<file path="src/rtl/ps2_pkg.sv">
// Shared types and constants for the PS/2 keyboard front end: frame states,
// scan-code set 2 constants and the scan-code to ASCII lookup.
package ps2_pkg;

   typedef enum logic [1:0] {
      ST_IDLE   = 2'd0,
      ST_DATA   = 2'd1,
      ST_PARITY = 2'd2,
      ST_STOP   = 2'd3
   } frame_state_t;

   localparam logic [7:0] SC_BRK    = 8'hF0;
   localparam logic [7:0] SC_EXT    = 8'hE0;
   localparam logic [7:0] SC_LSHIFT = 8'h12;
   localparam logic [7:0] SC_RSHIFT = 8'h59;

   localparam logic [7:0] ASCII_NONE    = 8'h00;
   localparam logic [7:0] ASCII_SPACE   = 8'h20;
   localparam logic [7:0] ASCII_ZERO    = 8'h30;
   localparam logic [7:0] ASCII_UPPER_A = 8'h41;
   localparam logic [7:0] ASCII_LOWER_A = 8'h61;

   function automatic logic is_shift(input logic [7:0] code);
      return (code == SC_LSHIFT) || (code == SC_RSHIFT);
   endfunction

   // Returns {mapped, ascii}; unmapped codes return all zeros.
   function automatic logic [8:0] scan_to_ascii(input logic [7:0] code, input logic shift);
      logic [4:0] idx;
      logic       letter;
      logic [3:0] digit;
      logic       is_digit;
      logic [8:0] res;
      idx      = '0;
      letter   = 1'b1;
      digit    = '0;
      is_digit = 1'b1;
      res      = '0;
      case (code)
         8'h1C: idx = 5'd0;   8'h32: idx = 5'd1;   8'h21: idx = 5'd2;   8'h23: idx = 5'd3;
         8'h24: idx = 5'd4;   8'h2B: idx = 5'd5;   8'h34: idx = 5'd6;   8'h33: idx = 5'd7;
         8'h43: idx = 5'd8;   8'h3B: idx = 5'd9;   8'h42: idx = 5'd10;  8'h4B: idx = 5'd11;
         8'h3A: idx = 5'd12;  8'h31: idx = 5'd13;  8'h44: idx = 5'd14;  8'h4D: idx = 5'd15;
         8'h15: idx = 5'd16;  8'h2D: idx = 5'd17;  8'h1B: idx = 5'd18;  8'h2C: idx = 5'd19;
         8'h3C: idx = 5'd20;  8'h2A: idx = 5'd21;  8'h1D: idx = 5'd22;  8'h22: idx = 5'd23;
         8'h35: idx = 5'd24;  8'h1A: idx = 5'd25;
         default: letter = 1'b0;
      endcase
      case (code)
         8'h45: digit = 4'd0;  8'h16: digit = 4'd1;  8'h1E: digit = 4'd2;  8'h26: digit = 4'd3;
         8'h25: digit = 4'd4;  8'h2E: digit = 4'd5;  8'h36: digit = 4'd6;  8'h3D: digit = 4'd7;
         8'h3E: digit = 4'd8;  8'h46: digit = 4'd9;
         default: is_digit = 1'b0;
      endcase
      if (letter)
         res = {1'b1, (shift ? ASCII_UPPER_A : ASCII_LOWER_A) + {3'b000, idx}};
      else if (is_digit)
         res = {1'b1, ASCII_ZERO + {4'b0000, digit}};
      else if (code == 8'h29)
         res = {1'b1, ASCII_SPACE};
      return res;
   endfunction

endpackage

</file>
<file path="src/rtl/ps2_keyboard_decoder_frame_rx.sv">
// PS/2 frame receiver: synchronizes the raw lines, samples on ps2_clk falling
// edges, checks start/parity/stop and aborts stalled frames.
//
// state     | meaning
// ST_IDLE   | waiting for a start bit (data low on a falling edge)
// ST_DATA   | shifting in 8 data bits, LSB first
// ST_PARITY | capturing the odd-parity bit
// ST_STOP   | checking stop bit and parity, then back to idle
module ps2_frame_rx
   import ps2_pkg::*;
#(
   parameter int SYNC_STAGES   = 2,
   parameter int FRAME_TIMEOUT = 50000
) (
   input  logic       clk,
   input  logic       reset,
   input  logic       ps2_clk,
   input  logic       ps2_data,
   output logic [7:0] code,
   output logic       code_valid,
   output logic       frame_err
);

   localparam int TW = $clog2(FRAME_TIMEOUT + 1);
   localparam logic [TW-1:0] TO_LAST = TW'(FRAME_TIMEOUT - 1);

   logic [SYNC_STAGES-1:0] clk_sync;
   logic [SYNC_STAGES-1:0] data_sync;
   logic                   clk_prev;
   logic                   clk_s;
   logic                   data_s;
   logic                   fall;
   logic                   timeout;
   frame_state_t           state;
   logic [2:0]             bit_cnt;
   logic [7:0]             sr;
   logic                   parity;
   logic [TW-1:0]          to_cnt;

   assign clk_s   = clk_sync[SYNC_STAGES-1];
   assign data_s  = data_sync[SYNC_STAGES-1];
   assign fall    = clk_prev & ~clk_s;
   assign timeout = (state != ST_IDLE) && !fall && (to_cnt == TO_LAST);

   // Accept is decoded in the stop-edge cycle so the top can register the key on the same edge.
   assign code       = sr;
   assign code_valid = (state == ST_STOP) && fall && data_s && (^{sr, parity});

   always_ff @(posedge clk) begin
      if (reset) begin
         clk_sync  <= '1;
         data_sync <= '1;
         clk_prev  <= 1'b1;
         state     <= ST_IDLE;
         bit_cnt   <= '0;
         sr        <= '0;
         parity    <= 1'b0;
         to_cnt    <= '0;
         frame_err <= 1'b0;
      end else begin
         clk_sync  <= {clk_sync[SYNC_STAGES-2:0], ps2_clk};
         data_sync <= {data_sync[SYNC_STAGES-2:0], ps2_data};
         clk_prev  <= clk_s;
         frame_err <= 1'b0;

         if (state == ST_IDLE || fall || timeout)
            to_cnt <= '0;
         else
            to_cnt <= to_cnt + 1'b1;

         if (timeout) begin
            state     <= ST_IDLE;
            frame_err <= 1'b1;
         end else if (fall) begin
            case (state)
               ST_IDLE: begin
                  if (!data_s) begin
                     state   <= ST_DATA;
                     bit_cnt <= '0;
                  end
               end
               ST_DATA: begin
                  sr      <= {data_s, sr[7:1]};
                  bit_cnt <= bit_cnt + 3'd1;
                  if (bit_cnt == 3'd7)
                     state <= ST_PARITY;
               end
               ST_PARITY: begin
                  parity <= data_s;
                  state  <= ST_STOP;
               end
               ST_STOP: begin
                  state <= ST_IDLE;
                  if (!(data_s && (^{sr, parity})))
                     frame_err <= 1'b1;
               end
               default: state <= ST_IDLE;
            endcase
         end
      end
   end

endmodule

</file>
<file path="src/rtl/ps2_keyboard_decoder.sv">
// Keyboard front end: turns received scan codes into a held ASCII byte with
// make/break/shift tracking and a one-cycle strobe per accepted make code.
module ps2_keyboard_decoder
   import ps2_pkg::*;
#(
   parameter int SYNC_STAGES      = 2,
   parameter int FRAME_TIMEOUT    = 50000,
   parameter int CLEAR_ON_RELEASE = 1
) (
   input  logic       clk,
   input  logic       reset,
   input  logic       ps2_clk,
   input  logic       ps2_data,
   output logic [7:0] keyboard,
   output logic       key_valid,
   output logic       frame_err
);

   logic [7:0] code;
   logic       code_valid;
   logic       ext;
   logic       brk;
   logic       shift;
   logic [7:0] held_code;
   logic [8:0] lookup;

   ps2_frame_rx #(
      .SYNC_STAGES   (SYNC_STAGES),
      .FRAME_TIMEOUT (FRAME_TIMEOUT)
   ) u_rx (
      .clk        (clk),
      .reset      (reset),
      .ps2_clk    (ps2_clk),
      .ps2_data   (ps2_data),
      .code       (code),
      .code_valid (code_valid),
      .frame_err  (frame_err)
   );

   assign lookup = scan_to_ascii(code, shift);

   always_ff @(posedge clk) begin
      if (reset) begin
         keyboard  <= ASCII_NONE;
         key_valid <= 1'b0;
         ext       <= 1'b0;
         brk       <= 1'b0;
         shift     <= 1'b0;
         held_code <= '0;
      end else begin
         key_valid <= 1'b0;
         if (code_valid) begin
            if (code == SC_EXT) begin
               ext <= 1'b1;
            end else if (code == SC_BRK) begin
               brk <= 1'b1;
            end else begin
               ext <= 1'b0;
               brk <= 1'b0;
               // Extended codes carry no mapped keys, so both their make and break are dropped.
               if (!ext) begin
                  if (brk) begin
                     if (is_shift(code))
                        shift <= 1'b0;
                     if (CLEAR_ON_RELEASE != 0 && code == held_code) begin
                        keyboard  <= ASCII_NONE;
                        held_code <= '0;
                     end
                  end else begin
                     if (is_shift(code))
                        shift <= 1'b1;
                     if (lookup[8]) begin
                        keyboard  <= lookup[7:0];
                        key_valid <= 1'b1;
                        held_code <= code;
                     end
                  end
               end
            end
         end
      end
   end

endmodule

</file>
<file path="config.mk">
export PLATFORM = sky130hd
export DESIGN_NAME = ps2_keyboard_decoder
export DESIGN_NICKNAME = d
export VERILOG_FILES = /design/src/rtl/ps2_pkg.sv /design/src/rtl/ps2_keyboard_decoder_frame_rx.sv /design/src/rtl/ps2_keyboard_decoder.sv
export SDC_FILE = /design/constraint.sdc
export NUM_CORES = 1
export LEC_CHECK = 0
export ABC_AREA = 1
export CAP_MARGIN = 20
export CORE_ASPECT_RATIO = 2
export CORE_MARGIN = 3
export CORE_UTILIZATION = 50
export DETAILED_ROUTE_END_ITERATION = 10
export GPL_TIMING_DRIVEN = 0
export PLACE_DENSITY = 0.76
export SYNTH_ARGS = -nofsm -noshare
export SYNTH_HDL_FRONTEND = slang
export SYNTH_SLANG_ARGS = --single-unit
export TNS_END_PERCENT = 50
</file>
<file path="constraint.sdc">
create_clock -name clk -period 2.2 [get_ports clk]
set_input_delay 0.44 -clock clk [delete_from_list [all_inputs] [get_ports clk]]
set_output_delay 0.44 -clock clk [all_outputs]
set_load 0.05 [all_outputs]
</file>
# [Word level (Yosys, flattened, before mapping)]
# Cells that the tools add are included.
[totals] input_bits=4 elab_cells=134 register_bits=56
[classes] n_mux=29 n_reduce_logical=28 n_addsub=4 n_eq_ne=51 n_bitwise=7
[ops] op="8-bit by 6-bit == test with 1-bit output (second input constant)" n=23
[ops] op="5-bit case mux with 25 select lines" n=1
[ops] op="8-bit by 5-bit == test with 1-bit output (second input constant)" n=8
[ops] op="8-bit by 7-bit == test with 1-bit output (second input constant)" n=8
[ops] op="8-bit 2-to-1 mux" n=5
[ops] op="4-bit case mux with 9 select lines" n=1
[ops] op="9-bit 2-to-1 mux" n=3
[ops] op="26-bit OR reduction" n=1
[ops] op="16-bit by 1-bit adder with 16-bit output (second input constant)" n=1
[ops] op="16-bit == test (second input constant)" n=1
[ops] op="8-bit == test (second input constant)" n=2
[ops] op="1-bit 2-to-1 mux" n=13
[ops] op="10-bit OR reduction" n=1
[ops] op="3-bit AND reduction" n=3
[ops] op="9-bit XOR reduction" n=1
[ops] op="7-bit by 5-bit adder with 8-bit output" n=1
[ops] op="8-bit == test" n=1
[ops] op="2-bit case mux with 4 select lines" n=1
[ops] op="6-bit by 4-bit adder with 7-bit output (first input constant)" n=1
[ops] op="1-bit logical AND" n=6
[ops] op="6-bit 2-to-1 mux" n=1
[ops] op="1-bit NOT" n=6
[ops] op="3-bit case mux with 2 select lines" n=1
[ops] op="6-bit AND reduction" n=1
[ops] op="other kinds (18)" n=28

# [Logic depth before layout (Yosys ltp)]
[logic_depth] depth_word=7 mapped_depth=17 mapped_depth_nobuf=16

# [Cells and area by module]
# A second synthesis with hierarchy kept.
[hier_totals] hier_cells=529 area_unflattened_um2=3393.3
[modules_own_cells] mod="ps2_frame_rx" instances=1 area_each_um2=1732.9 cells_each=229
[modules_own_cells] mod="ps2_keyboard_decoder" instances=1 area_each_um2=1660.3 cells_each=300

# [Worst setup path before layout]
# No wires, ideal clock.
[synth_timing] path_kind="register to register" start="register u_rx.sr[3] (netlist: u_rx.code[3])" end="register held_code[2]" setup_ns=0.128 t_required_ns=2.072 path_slack_ns=0.424 path_stages_with_launch=17 arrival_time_ns=1.649 path_cell_list="dfxtp_1 -> buf_4 -> nand2_2 -> inv_1 -> nand2_1 -> nand2_1 -> nand2_2 -> nand3_2 -> nor2_2 -> nand2_2 -> nor2_4 -> nand3_2 -> nand3_2 -> buf_6 -> nand2_1 -> nand2_1 -> nor2_1"
[synth_via] elab_chain_len=7 elab_cells_between_ends=54
[synth_lines] element="start: declaration" line="ps2_keyboard_decoder_frame_rx.sv:36" source="logic [7:0] sr;"
[synth_lines] element="start signal: assignment" line="ps2_keyboard_decoder_frame_rx.sv:83" source="sr <= {data_s, sr[7:1]};"
[synth_lines] element="8-bit by 7-bit == test with 1-bit output (tied with other cells)" line="ps2_pkg.sv:49" source="case (code)"
[synth_lines] element="10-bit OR reduction (no source line)"
[synth_lines] element="1-bit 2-to-1 mux" line="ps2_pkg.sv:49"
[synth_lines] element="9-bit 2-to-1 mux" line="ps2_pkg.sv:57" source="else if (is_digit)"
[synth_lines] element="9-bit 2-to-1 mux" line="ps2_pkg.sv:55" source="if (letter)"
[synth_lines] element="2-bit nonzero test (no source line)"
[synth_lines] element="6-bit AND reduction (no source line) (*)"
[synth_lines] element="end signal: assignment" line="ps2_keyboard_decoder.sv:75" source="held_code <= code;"
[synth_lines] element="end: declaration" line="ps2_keyboard_decoder.sv:24" source="logic [7:0] held_code;"
# Mark *: on every way between the ends. The rest lies on a longest branch, timed or not.
# A chain may end at the register's enable or synchronous reset.

# [Final worst setup path]
[layout_timing] start="register u_rx.sr[4] (netlist: u_rx.code[4])" end="register held_code[6]"
# The elaborated chain is that of the path after synthesis.

==> run metrics <==
clock power share=0.432; Mean Syn Cell Area=6.33 µm²; Switching Share=0.223; die area=0.00785 mm²; status=complete, no violations; commonest non-fill, non-tap cell in the layout=nand2_1; most frequent CP cell=nand2_1; Crit Path Class=register to register; Final Wtd Congestion=0.961; Pre-Repair DR Iteration Count=4; Worst Path Arrival=2240 ps; # setup viols final=0; Skew-Pair Late Insertion Delay=300 ps; Worst path slowest cell=dfxtp_1; IO Port Bufs=13; total wire length=9150 µm; H-tree levels=2; Routed WL per cell=14.1 µm; CTS tree=yes; Final period util=0.941; commonest non-fill, non-tap cells in the layout=nand2_1, nor2_1, inv_1; initial antenna violation count=0; Synth Flop Type=dfxtp_1; maxcap violations=0; Worst Path Required=2370 ps; post-synthesis cell type count=34; slew margin rel.=0.634; row count=41; Worst Hold Slack=414 ps; first-pass GRT wire length=14,600 µm; CTS Buf Count=5; Tmin final=2070 ps; Slew Viols, Final=0; Ys Warns=0; met3 Usage GRT=0.0293; Seq/Total Area, Yosys=0.331; core area=0.00646 mm²; DRT iter0 DRCs=135; crit path cell chain=buf_4, inv_4, nand2_4, nor2_4, nand2_1, nand3_1, nor2_2, nand2_1, nor2_4, nand3_4, nand2_4, nor2_4, nand2_1, nand2_1, nor2_1; sw power=0.000418 W; met1 Usage GRT=0.208; Total Routing Usage GR=0.240; final hold vios=0; Comb power frac=0.024; synthesized area=0.00339 mm²; vias in the first global route=3,292; Hold Path Class=register to register; Fmax achieved=483 MHz; GR Overflow Total=0; RSZ-0062 raised after global routing=true; layout cells sized above 1=0.160; Reg clk slew, reported paths=70 ps; Syn Nets=547; post-layout util=0.615; Max Fanout on Critical Path=9; maximum vdd drop=647 µV; Async SR Flop Fraction=0; DP HPWL=7000 µm; Die Width=64.2 µm; startpoint types=register; Via density=5.24; sequential share of power=0.544; Sink Count=56; clk_skew=5.53 ps; Slowest Stage Delay on Critical Path=300 ps; Lkg Pwr=1.74 nW; clock tree buffer depth=2; Tightest Pin Transition=545 ps; initial core utilization=0.524; cells after synthesis=535; Area Overhead vs Synth=17.4%; number of remaining DRC errors=0; CP top delay family=simple AND/OR/NAND/NOR gates; Detail Route Antenna Nets=0; die height=122 µm; ant diodes=0; power per cell area=471 mW/mm²; EDFF count, synth=0; GRT busiest layer=met2; vias=3,403; # IOs=14; largest net degree at the start of global routing=19; Nets=574; Cell Int Power=0.00146 W; root buffer cell=clkbuf_16; synthesis-stage register bit count=56; CP Capture Type=register; met2 usage=0.470; CP bufs+invs=2
cell type report:
cell class / instances / area (µm²)
tap: 86 / 108
multi-input combinational: 402 / 2060
inverter: 67 / 256
buffer: 12 / 91.3
sequential: 56 / 1130
clock inverter: 3 / 23.8
fill: 651 / 2490
clock buffer: 5 / 125
timing repair buffer: 18 / 185
cells in the mapped netlist, drive strengths merged (5+ instances only):
cell type / number / area share
nand2: 185 / 0.21
nor2: 80 / 0.10
inv: 67 / 0.074
dfxtp: 56 / 0.33
a21oi: 33 / 0.049
nand3: 23 / 0.040
o21ai: 18 / 0.027
nand4: 10 / 0.018
nor3: 9 / 0.015
ha: 8 / 0.030
nor4: 8 / 0.015
xor2: 8 / 0.021
buf: 7 / 0.015
or2: 6 / 0.011
clkbuf: 5 / 0.0055
state kept, by name (all words and copies together) (netlist names):
| signal | count |
|---|---|
| brk | 1 |
| ext | 1 |
| held_code | 8 |
| key_valid | 1 |
| keyboard | 8 |
| shift | 1 |
| u_rx.bit_cnt | 3 |
| u_rx.clk_prev | 1 |
| u_rx.clk_sync | 2 |
| u_rx.code | 8 |
| u_rx.data_sync | 2 |
| u_rx.frame_err | 1 |
| u_rx.parity | 1 |
| u_rx.state | 2 |
| u_rx.to_cnt | 16 |
metrics by stage:
| step | worst slack, ps | area (µm²) | std cells | power, W | setup TNS (ps) |
|---|---|---|---|---|---|
| after detailed placement | 11.1 | 3620 | 634 | 0.00109 | 0 |
| after global routing | -22.2 | 3980 | 649 | 0.00193 | -38.2 |
| after CTS | 5.69 | 3780 | 642 | 0.00188 | 0 |
| after floorplan | 424 | 3390 | 535 | 0.00107 | 0 |
| final | 129 | 3980 | 649 | 0.00187 | 0 |
| after global placement | 30.9 | 3620 | 634 | 0.00109 | 0 |
cell families (layout without fill, tap and decap cells):
| kind of cell | count (synthesis) | after routing | synth area share |
|---|---|---|---|
| xor+xnor | 12 | 12 | 0.0333 |
| buf+inv | 79 | 105 | 0.0950 |
| simple gates | 325 | 327 | 0.428 |
| fa+ha+maj | 8 | 8 | 0.0296 |
| flops | 56 | 56 | 0.331 |
| compound gates | 55 | 55 | 0.0835 |
per-layer routing:
layer | routed length, µm | share of wire
met5 | 0 | 0
met4 | 770 | 0.084
met3 | 203 | 0.022
met2 | 4990 | 0.55
met1 | 3180 | 0.35
path summary, 6_finish.rpt:
| kind | from | end | slack (ps) | depth (start not counted) |
|---|---|---|---|---|
| setup / recovery | u_rx.code[4] | held_code[6] | 130 | 15 |
| hold reg to reg | u_rx.data_sync[0] | u_rx.data_sync[1] | 410 | 1 |
| hold / removal | u_rx.data_sync[0] | u_rx.data_sync[1] | 410 | 1 |
| setup reg to reg | u_rx.code[4] | held_code[6] | 130 | 15 |
power groups by stage:
stage / Sequential, W / Clock, W / Combinational, W
after floorplan: 0.00104 / 0 / 0.0000273
after global placement: 0.00104 / 0 / 0.0000428
after detailed placement: 0.00104 / 0 / 0.0000436
after CTS: 0.00102 / 0.000819 / 0.0000440
after global routing: 0.00102 / 0.000859 / 0.0000499
final: 0.00102 / 0.000811 / 0.0000446
what timing repair did:
item,4_1_cts,5_1_grt
cloned,0,3
hold buffers,0,0
endpoints found under the hold margin,0,0
endpoints found under the setup margin,1,15
setup buffers,0,4
pin swaps,0,5
gates resized for setup,1,41
No activity file was read; power rests on OpenSTA's default activity.
